===== config.mk =====
export PLATFORM = sky130hd
export DESIGN_NAME = motor_pwm_array
export DESIGN_NICKNAME = d
export VERILOG_FILES = /design/src/rtl/motor_pwm_pkg.sv /design/src/rtl/pwm_channel.sv /design/src/rtl/motor_pwm_array.sv
export SDC_FILE = /design/constraint.sdc
export NUM_CORES = 1
export LEC_CHECK = 0
export CAP_MARGIN = 5
export CORE_MARGIN = 10
export CORE_UTILIZATION = 60
export DETAILED_ROUTE_END_ITERATION = 12
export GPL_TIMING_DRIVEN = 0
export PLACE_DENSITY = 0.82
export REMOVE_ABC_BUFFERS = 1
export SLEW_MARGIN = 20
export SYNTH_ARGS = -nofsm -noshare
export SYNTH_HDL_FRONTEND = slang
export SYNTH_HIERARCHICAL = 1
export SYNTH_SLANG_ARGS = --single-unit
export TNS_END_PERCENT = 20

===== constraint.sdc =====
create_clock -name clk_50M -period 5.1 [get_ports clk_50M]
set_input_delay 1.02 -clock clk_50M [delete_from_list [all_inputs] [get_ports clk_50M]]
set_output_delay 1.02 -clock clk_50M [all_outputs]
set_load 0.01 [all_outputs]

===== src/rtl/motor_pwm_pkg.sv =====
// motor_pwm_pkg: shared mode encoding, channel FSM states and mode decoding
package motor_pwm_pkg;

    typedef enum logic [1:0] {
        COAST = 2'b00,
        DRIVE = 2'b01,
        BRAKE = 2'b10
    } mode_t;

    typedef enum logic [1:0] {
        SETTLED,
        RAMP_UP,
        RAMP_DN,
        REVERSE
    } state_t;

    function automatic mode_t norm_mode(input logic [1:0] m);
        return m == 2'b01 ? DRIVE : m == 2'b10 ? BRAKE : COAST;
    endfunction

endpackage


===== src/rtl/pwm_channel.sv =====
// pwm_channel: shadow/target registers, ramp FSM and H-bridge output mapping for one motor
module pwm_channel
    import motor_pwm_pkg::*;
#(
    parameter int DUTY_W    = 4,
    parameter int RAMP_STEP = 1
) (
    input  logic              clk_50M,
    input  logic              reset,
    input  logic              load,
    input  logic              estop,
    input  logic              period_tick,
    input  logic [DUTY_W-1:0] cnt,
    input  logic [DUTY_W-1:0] duty_in,
    input  logic              dir_in,
    input  logic [1:0]        mode_in,
    output logic              pwm_a,
    output logic              pwm_b,
    output logic              busy,
    output logic [DUTY_W-1:0] duty_cur
);

    localparam logic [DUTY_W:0] STEP_W = (DUTY_W + 1)'(RAMP_STEP);

    logic [DUTY_W-1:0] sh_duty, tg_duty, nt_duty, n_duty, up, dn, rv;
    logic              sh_dir, tg_dir, nt_dir, dir_cur, n_dir, pend, held, raw;
    mode_t             sh_mode, tg_mode, nt_mode, mode_cur, n_mode;
    state_t            state, n_state;
    logic [DUTY_W:0]   gap_up, gap_dn;

    assign nt_duty = pend ? sh_duty : tg_duty;
    assign nt_dir  = pend ? sh_dir : tg_dir;
    assign nt_mode = pend ? sh_mode : tg_mode;
    assign gap_up  = {1'b0, nt_duty} - {1'b0, duty_cur};
    assign gap_dn  = {1'b0, duty_cur} - {1'b0, nt_duty};
    assign up      = gap_up > STEP_W ? duty_cur + STEP_W[DUTY_W-1:0] : nt_duty;
    assign dn      = gap_dn > STEP_W ? duty_cur - STEP_W[DUTY_W-1:0] : nt_duty;
    assign rv      = {1'b0, duty_cur} > STEP_W ? duty_cur - STEP_W[DUTY_W-1:0] : '0;
    assign raw     = cnt < duty_cur;
    assign pwm_a   = mode_cur == BRAKE || (mode_cur == DRIVE && !dir_cur && raw);
    assign pwm_b   = mode_cur == BRAKE || (mode_cur == DRIVE && dir_cur && raw);
    assign busy    = state != SETTLED;

    // next-period decision: coast/brake apply at once, reversal ramps to zero before flipping dir
    always_comb begin
        n_state = state;
        n_duty  = duty_cur;
        n_dir   = dir_cur;
        n_mode  = mode_cur;
        if (nt_mode != DRIVE) begin
            n_mode  = nt_mode;
            n_duty  = '0;
            n_dir   = nt_dir;
            n_state = SETTLED;
        end else if (nt_dir != dir_cur && duty_cur != '0) begin
            n_mode  = DRIVE;
            n_duty  = rv;
            n_dir   = rv == '0 ? nt_dir : dir_cur;
            n_state = rv != '0 ? REVERSE : nt_duty == '0 ? SETTLED : RAMP_UP;
        end else begin
            n_mode  = DRIVE;
            n_dir   = nt_dir;
            n_duty  = duty_cur < nt_duty ? up : duty_cur > nt_duty ? dn : duty_cur;
            n_state = n_duty < nt_duty ? RAMP_UP : n_duty > nt_duty ? RAMP_DN : SETTLED;
        end
    end

    // state, shadow and target registers; estop brakes and clears, release falls back to coast
    always_ff @(posedge clk_50M) begin
        if (reset || estop) begin
            sh_duty  <= '0;
            sh_dir   <= 1'b0;
            sh_mode  <= COAST;
            tg_duty  <= '0;
            tg_dir   <= 1'b0;
            tg_mode  <= COAST;
            pend     <= 1'b0;
            duty_cur <= '0;
            dir_cur  <= 1'b0;
            mode_cur <= reset ? COAST : BRAKE;
            state    <= SETTLED;
            held     <= !reset;
        end else begin
            if (load) begin
                sh_duty <= duty_in;
                sh_dir  <= dir_in;
                sh_mode <= norm_mode(mode_in);
            end
            pend <= load || (pend && !period_tick);
            held <= 1'b0;
            if (period_tick) begin
                tg_duty  <= nt_duty;
                tg_dir   <= nt_dir;
                tg_mode  <= nt_mode;
                duty_cur <= n_duty;
                dir_cur  <= n_dir;
                mode_cur <= n_mode;
                state    <= n_state;
            end else if (held) begin
                mode_cur <= COAST;
            end
        end
    end

endmodule


===== src/rtl/motor_pwm_array.sv =====
// motor_pwm_array: shared prescaler/period counter driving N_CH ramped H-bridge PWM channels
module motor_pwm_array
    import motor_pwm_pkg::*;
#(
    parameter int N_CH      = 2,
    parameter int DUTY_W    = 4,
    parameter int PRESCALE  = 16,
    parameter int RAMP_STEP = 1
) (
    input  logic                   clk_50M,
    input  logic                   reset,
    input  logic [N_CH*DUTY_W-1:0] duty_in,
    input  logic [N_CH-1:0]        dir_in,
    input  logic [2*N_CH-1:0]      mode_in,
    input  logic                   load,
    input  logic                   estop,
    output logic                   load_ack,
    output logic [N_CH-1:0]        pwm_a,
    output logic [N_CH-1:0]        pwm_b,
    output logic [N_CH*DUTY_W-1:0] duty_cur,
    output logic                   period_tick,
    output logic                   busy
);

    localparam int                PW      = $clog2(PRESCALE);
    localparam logic [DUTY_W-1:0] CNT_MAX = {{(DUTY_W - 1){1'b1}}, 1'b0};

    logic [PW-1:0]     presc;
    logic [DUTY_W-1:0] cnt;
    logic [N_CH-1:0]   busy_v;
    logic              tick;

    assign tick        = presc == PW'(PRESCALE - 1);
    assign period_tick = tick && cnt == CNT_MAX;
    assign busy        = |busy_v;

    // prescaler, period counter and load acknowledge
    always_ff @(posedge clk_50M) begin
        if (reset) begin
            presc    <= '0;
            cnt      <= '0;
            load_ack <= 1'b0;
        end else begin
            presc    <= tick ? '0 : presc + 1'b1;
            load_ack <= load && !estop;
            if (tick) cnt <= cnt == CNT_MAX ? '0 : cnt + 1'b1;
        end
    end

    for (genvar k = 0; k < N_CH; k++) begin : g_ch
        pwm_channel #(
            .DUTY_W   (DUTY_W),
            .RAMP_STEP(RAMP_STEP)
        ) u_ch (
            .clk_50M    (clk_50M),
            .reset      (reset),
            .load       (load && !estop),
            .estop      (estop),
            .period_tick(period_tick),
            .cnt        (cnt),
            .duty_in    (duty_in[k*DUTY_W+:DUTY_W]),
            .dir_in     (dir_in[k]),
            .mode_in    (mode_in[2*k+:2]),
            .pwm_a      (pwm_a[k]),
            .pwm_b      (pwm_b[k]),
            .busy       (busy_v[k]),
            .duty_cur   (duty_cur[k*DUTY_W+:DUTY_W])
        );
    end

endmodule


==> run_results.csv, run 1 <==
group,metric,value,unit
drt,viasPerCell,6.39,
grt,grt_usage,19.9,%
drt,drc,0,
clock_network,cts-buffers-inserted,9,
grt,grt_max_degree,22,
die,coreArea,7370,µm²
synth,yosys_warnings,6,
pwr,powerDensity,207,nW/µm²
worst_setup_path,worst-endpoint-required,5.32,ns
job,maxCapViolations,0,
die,die-area,11600,µm²
clock_network,cts_tree,"built",
pwr,irDropWorstVdd,0.204,mV
drt,dr.first_iter.drc_count,459,
pwr,leakagePower,0.00200,µW
placement,dp_slack,0.370,ns
synth,yosys.area.top_type,"dfxtp_1",
grt,antenna_found_initial,0,
layout,nets,638,
sta,rsz0062_at_grt,"no",
die,io_pins,33,
layout,seq_area,1220,µm²
clock_network,clk_pin_slew,0.07,ns
layout,nFillCells,586,
grt,grt_remaining_overflow,0,
synth,synth_top_area_share,23.9,%
die,die_h,108,µm
layout,finish.utilization,70.9,%
drt,num_vias,4336,
clock_network,clkLatencyLatePin,0.33,ns
placement,gp_congestion,0.908,
clock_network,cts_sinks,59,
sta,fmax,207,MHz
status,run_status,"finished clean",
synth,synth_cell_types,78,
drt,wirelength,11600,µm
layout,diodes,0,
layout,area_growth,13.3,%
layout,design_area,5230,µm²
grt,grt_pass1_wl,19200,µm
die,rows,31,
synth,ys_top_cells_by_area,"dfxtp_1 (24%), ha_1 (11%), mux2i_1 (5.2%), nor2_1 (5.0%), a21oi_1 (4.7%)",
die,initial_core_util,62.6,%
synth,syn_area_per_cell,8.38,µm²
synth,synth_cells,550,
clock_network,h-tree-depth,3,
synth,synth-async-reset-ratio,0,%
sta,relSlewSlack,33.4,%
synth,synthFlopType,"dfxtp_1",
synth,synth-seq-area-share,26.5,%
worst_setup_path,crit_type,"flip-flop to flip-flop",
placement,postPlaceCellArea,4970,µm²
sta,slew_viol_final,0,
drt,drt-wirelength-per-cell,17.1,µm
sta,period_share,94.7,%
layout,final_common_cell,"nor2_1",
sta,fin_hold_ws,0.467,ns
worst_setup_path,critPathMaxStageDelay,0.87,ns
worst_setup_path,startpoint_type,"flip-flop",
layout,drive_above_1_share,10.3,%
sta,fin_crit,4.83,ns
worst_setup_path,worstPathArrival,5.05,ns
worst_hold_path,hp-class,"flip-flop to flip-flop",
sta,finalHoldViolCount,0,
clock_network,cts_buffer_depth,2,
placement,io_buffers,32,
sta,layout_setup_ws,0.270,ns
die,fp.dieW,108,µm
worst_setup_path,cp_slowest_cell,"mux2i_1",
placement,place_inst,663,
clock_network,cts_setup_buffers,0,
sta,skew,0.00638,ns
synth,syn_area,4610,µm²
worst_setup_path,crit_chain,"mux2i_1 > inv_1 > fa_1 > a2bb2oi_4 > o211ai_4 > or3b_4 > a311o_1 > a31oi_1 > nor2_1 > ha_1 > nand3_1 > o22ai_1 > nor2_1 > a221oi_1 > nor2_1",
layout,layout_common_cells,"nor2_1 (61), dfxtp_1 (55), a21oi_1 (43), ha_1 (41), clkdlybuf4s50_1 (32)",
layout,fin_cells,679,
grt,grt_pass1_vias,4015,
worst_setup_path,crit_top_cell,"nor2_1",
clock_network,cts_resized,0,
layout,multi_input_area,3160,µm²
sta,worstMarginPinSlew,0.971,ns
worst_setup_path,crit_path_end_kind,"flip-flop",
clock_network,holdBufCountCts,0,
drt,postRouteAntennaNets,0,
placement,hpwl,8570,µm
clock_network,clock-root-buffer,"clkbuf_8",
synth,ys_ff_latch,59,
drt,drtPass1Iterations,6,
synth,synth_edf_count,4,
sta,setup_viol,0,
worst_setup_path,path_max_fanout,13,
==> cells by family after synthesis <==
kind of cell | count (synthesis) | share of synthesized area, %
multiplexers | 29 | 6.54
AND/OR/NAND/NOR | 191 | 21.5
flip-flops | 59 | 26.5
AO/OA/AOI/OAI | 161 | 25.2
XOR/XNOR | 12 | 2.28
adder cells (fa/ha/maj) | 45 | 12.9
buffers and inverters | 53 | 5.16
==> synthesized netlist by cell type, types with 4 or more instances <==
| library cell | count |
|---|---|
| nand2_1 | 27 |
| or2_2 | 10 |
| inv_1 | 28 |
| o21ai_0 | 28 |
| clkbuf_1 | 11 |
| nand3b_1 | 8 |
| buf_2 | 4 |
| or3_1 | 5 |
| dfxtp_1 | 55 |
| ha_1 | 41 |
| nor3_1 | 14 |
| a21oi_1 | 43 |
| nand4_1 | 4 |
| nor3b_1 | 5 |
| nor2b_1 | 8 |
| nand2b_1 | 10 |
| o2111ai_1 | 6 |
| o21a_1 | 5 |
| and3_1 | 6 |
| nand3_1 | 16 |
| o211ai_1 | 5 |
| a31oi_1 | 11 |
| edfxtp_1 | 4 |
| a41oi_1 | 4 |
| mux2i_1 | 24 |
| o21ai_1 | 5 |
| a211oi_1 | 10 |
| nor2_1 | 61 |
| xnor2_1 | 9 |
| fa_1 | 4 |
==> power by group <==
group / switching (µW) / leakage (µW) / internal [µW]
sequential: 7.29 / 0.000490 / 474
combinational: 35.0 / 0.00138 / 37.2
clock: 191 / 0.000126 / 339
total: 233 / 0.00200 / 849
==> path summary, 6_finish.rpt <==
check                                                      start                            endpoint  slack, ns  cells after the start
worst max-delay path                g_ch[0].u_ch/pend$_SDFF_PP0_  g_ch[0].u_ch/state[0]$_SDFFE_PP0P_       0.27                     15
worst min-delay path            g_ch[0].u_ch/tg_dir$_SDFFE_PP0P_    g_ch[0].u_ch/tg_dir$_SDFFE_PP0P_       0.47                      2
worst max register to register      g_ch[0].u_ch/pend$_SDFF_PP0_  g_ch[0].u_ch/state[0]$_SDFFE_PP0P_       0.27                     15
worst min register to register  g_ch[0].u_ch/tg_dir$_SDFFE_PP0P_    g_ch[0].u_ch/tg_dir$_SDFFE_PP0P_       0.47                      2
==> per-stage QoR <==
step	power, µW	TNS, ns
after floorplan	530	0
after global placement	559	-5.67
after detailed placement	563	0
after CTS	1090	0
after global routing	1120	0
final	1080	0
==> registers in the layout, indices dropped and copies added (netlist names) <==
name and cells:
g_ch.u_ch/sh_mode 4, g_ch.u_ch/sh_duty 8, g_ch.u_ch/state 4, g_ch.u_ch/tg_mode 4
cnt 4, g_ch.u_ch/duty_cur 8, load_ack 1, g_ch.u_ch/pend 2
g_ch.u_ch/sh_dir 2, g_ch.u_ch/held 2, presc 4, g_ch.u_ch/tg_duty 8
g_ch.u_ch/mode_cur 4, g_ch.u_ch/dir_cur 2, g_ch.u_ch/tg_dir 2
==> final cells by class <==
class                           count  share of cell area [%]
Timing Repair Buffer               36                    6.78
Tap cell                           99                    2.37
Sequential cell                    59                    23.4
Multi-Input combinational cell    438                    60.5
Inverter                           31                    2.23
Clock buffer                       10                    2.63
Clock inverter                      6                    2.16
==> per-layer routing <==
metal	wire [µm]	track usage [%]
met3	841	3.83
met1	5320	27.0
met2	5290	31.0
met5	0	0
met4	169	6.58
==> worst max-delay path, delay by kind of cell, from the launching register on <==
family                     cells  cell delay, ns
buffers and inverters          1            0.24
AOI/OAI and AO/OA              6            1.33
muxes                          1            0.87
DFF                            1            0.68
adders and majority gates      2            0.83
and+or+nand+nor                5            0.74
Power figures use the tool's default switching activity.
==> inputs of run 2 (changes only) <==
==> constraint.sdc (replaced) <==
create_clock -name clk_50M -period 5.55 [get_ports clk_50M]
set_input_delay 1.11 -clock clk_50M [delete_from_list [all_inputs] [get_ports clk_50M]]
set_output_delay 1.11 -clock clk_50M [all_outputs]
set_load 0.01 [all_outputs]
==> results of run 2 <==
Same layout as run 1 (identical final DEF). Status: finished clean.
Main changes from that run: setup slack after placement 0.370 ns -> 0.820 ns; setup slack after layout 0.270 ns -> 0.720 ns; register-to-register setup slack 0.27 ns -> 0.72 ns; total power 1080 µW -> 995 µW; worst IR drop on VDD 0.204 mV -> 0.188 mV
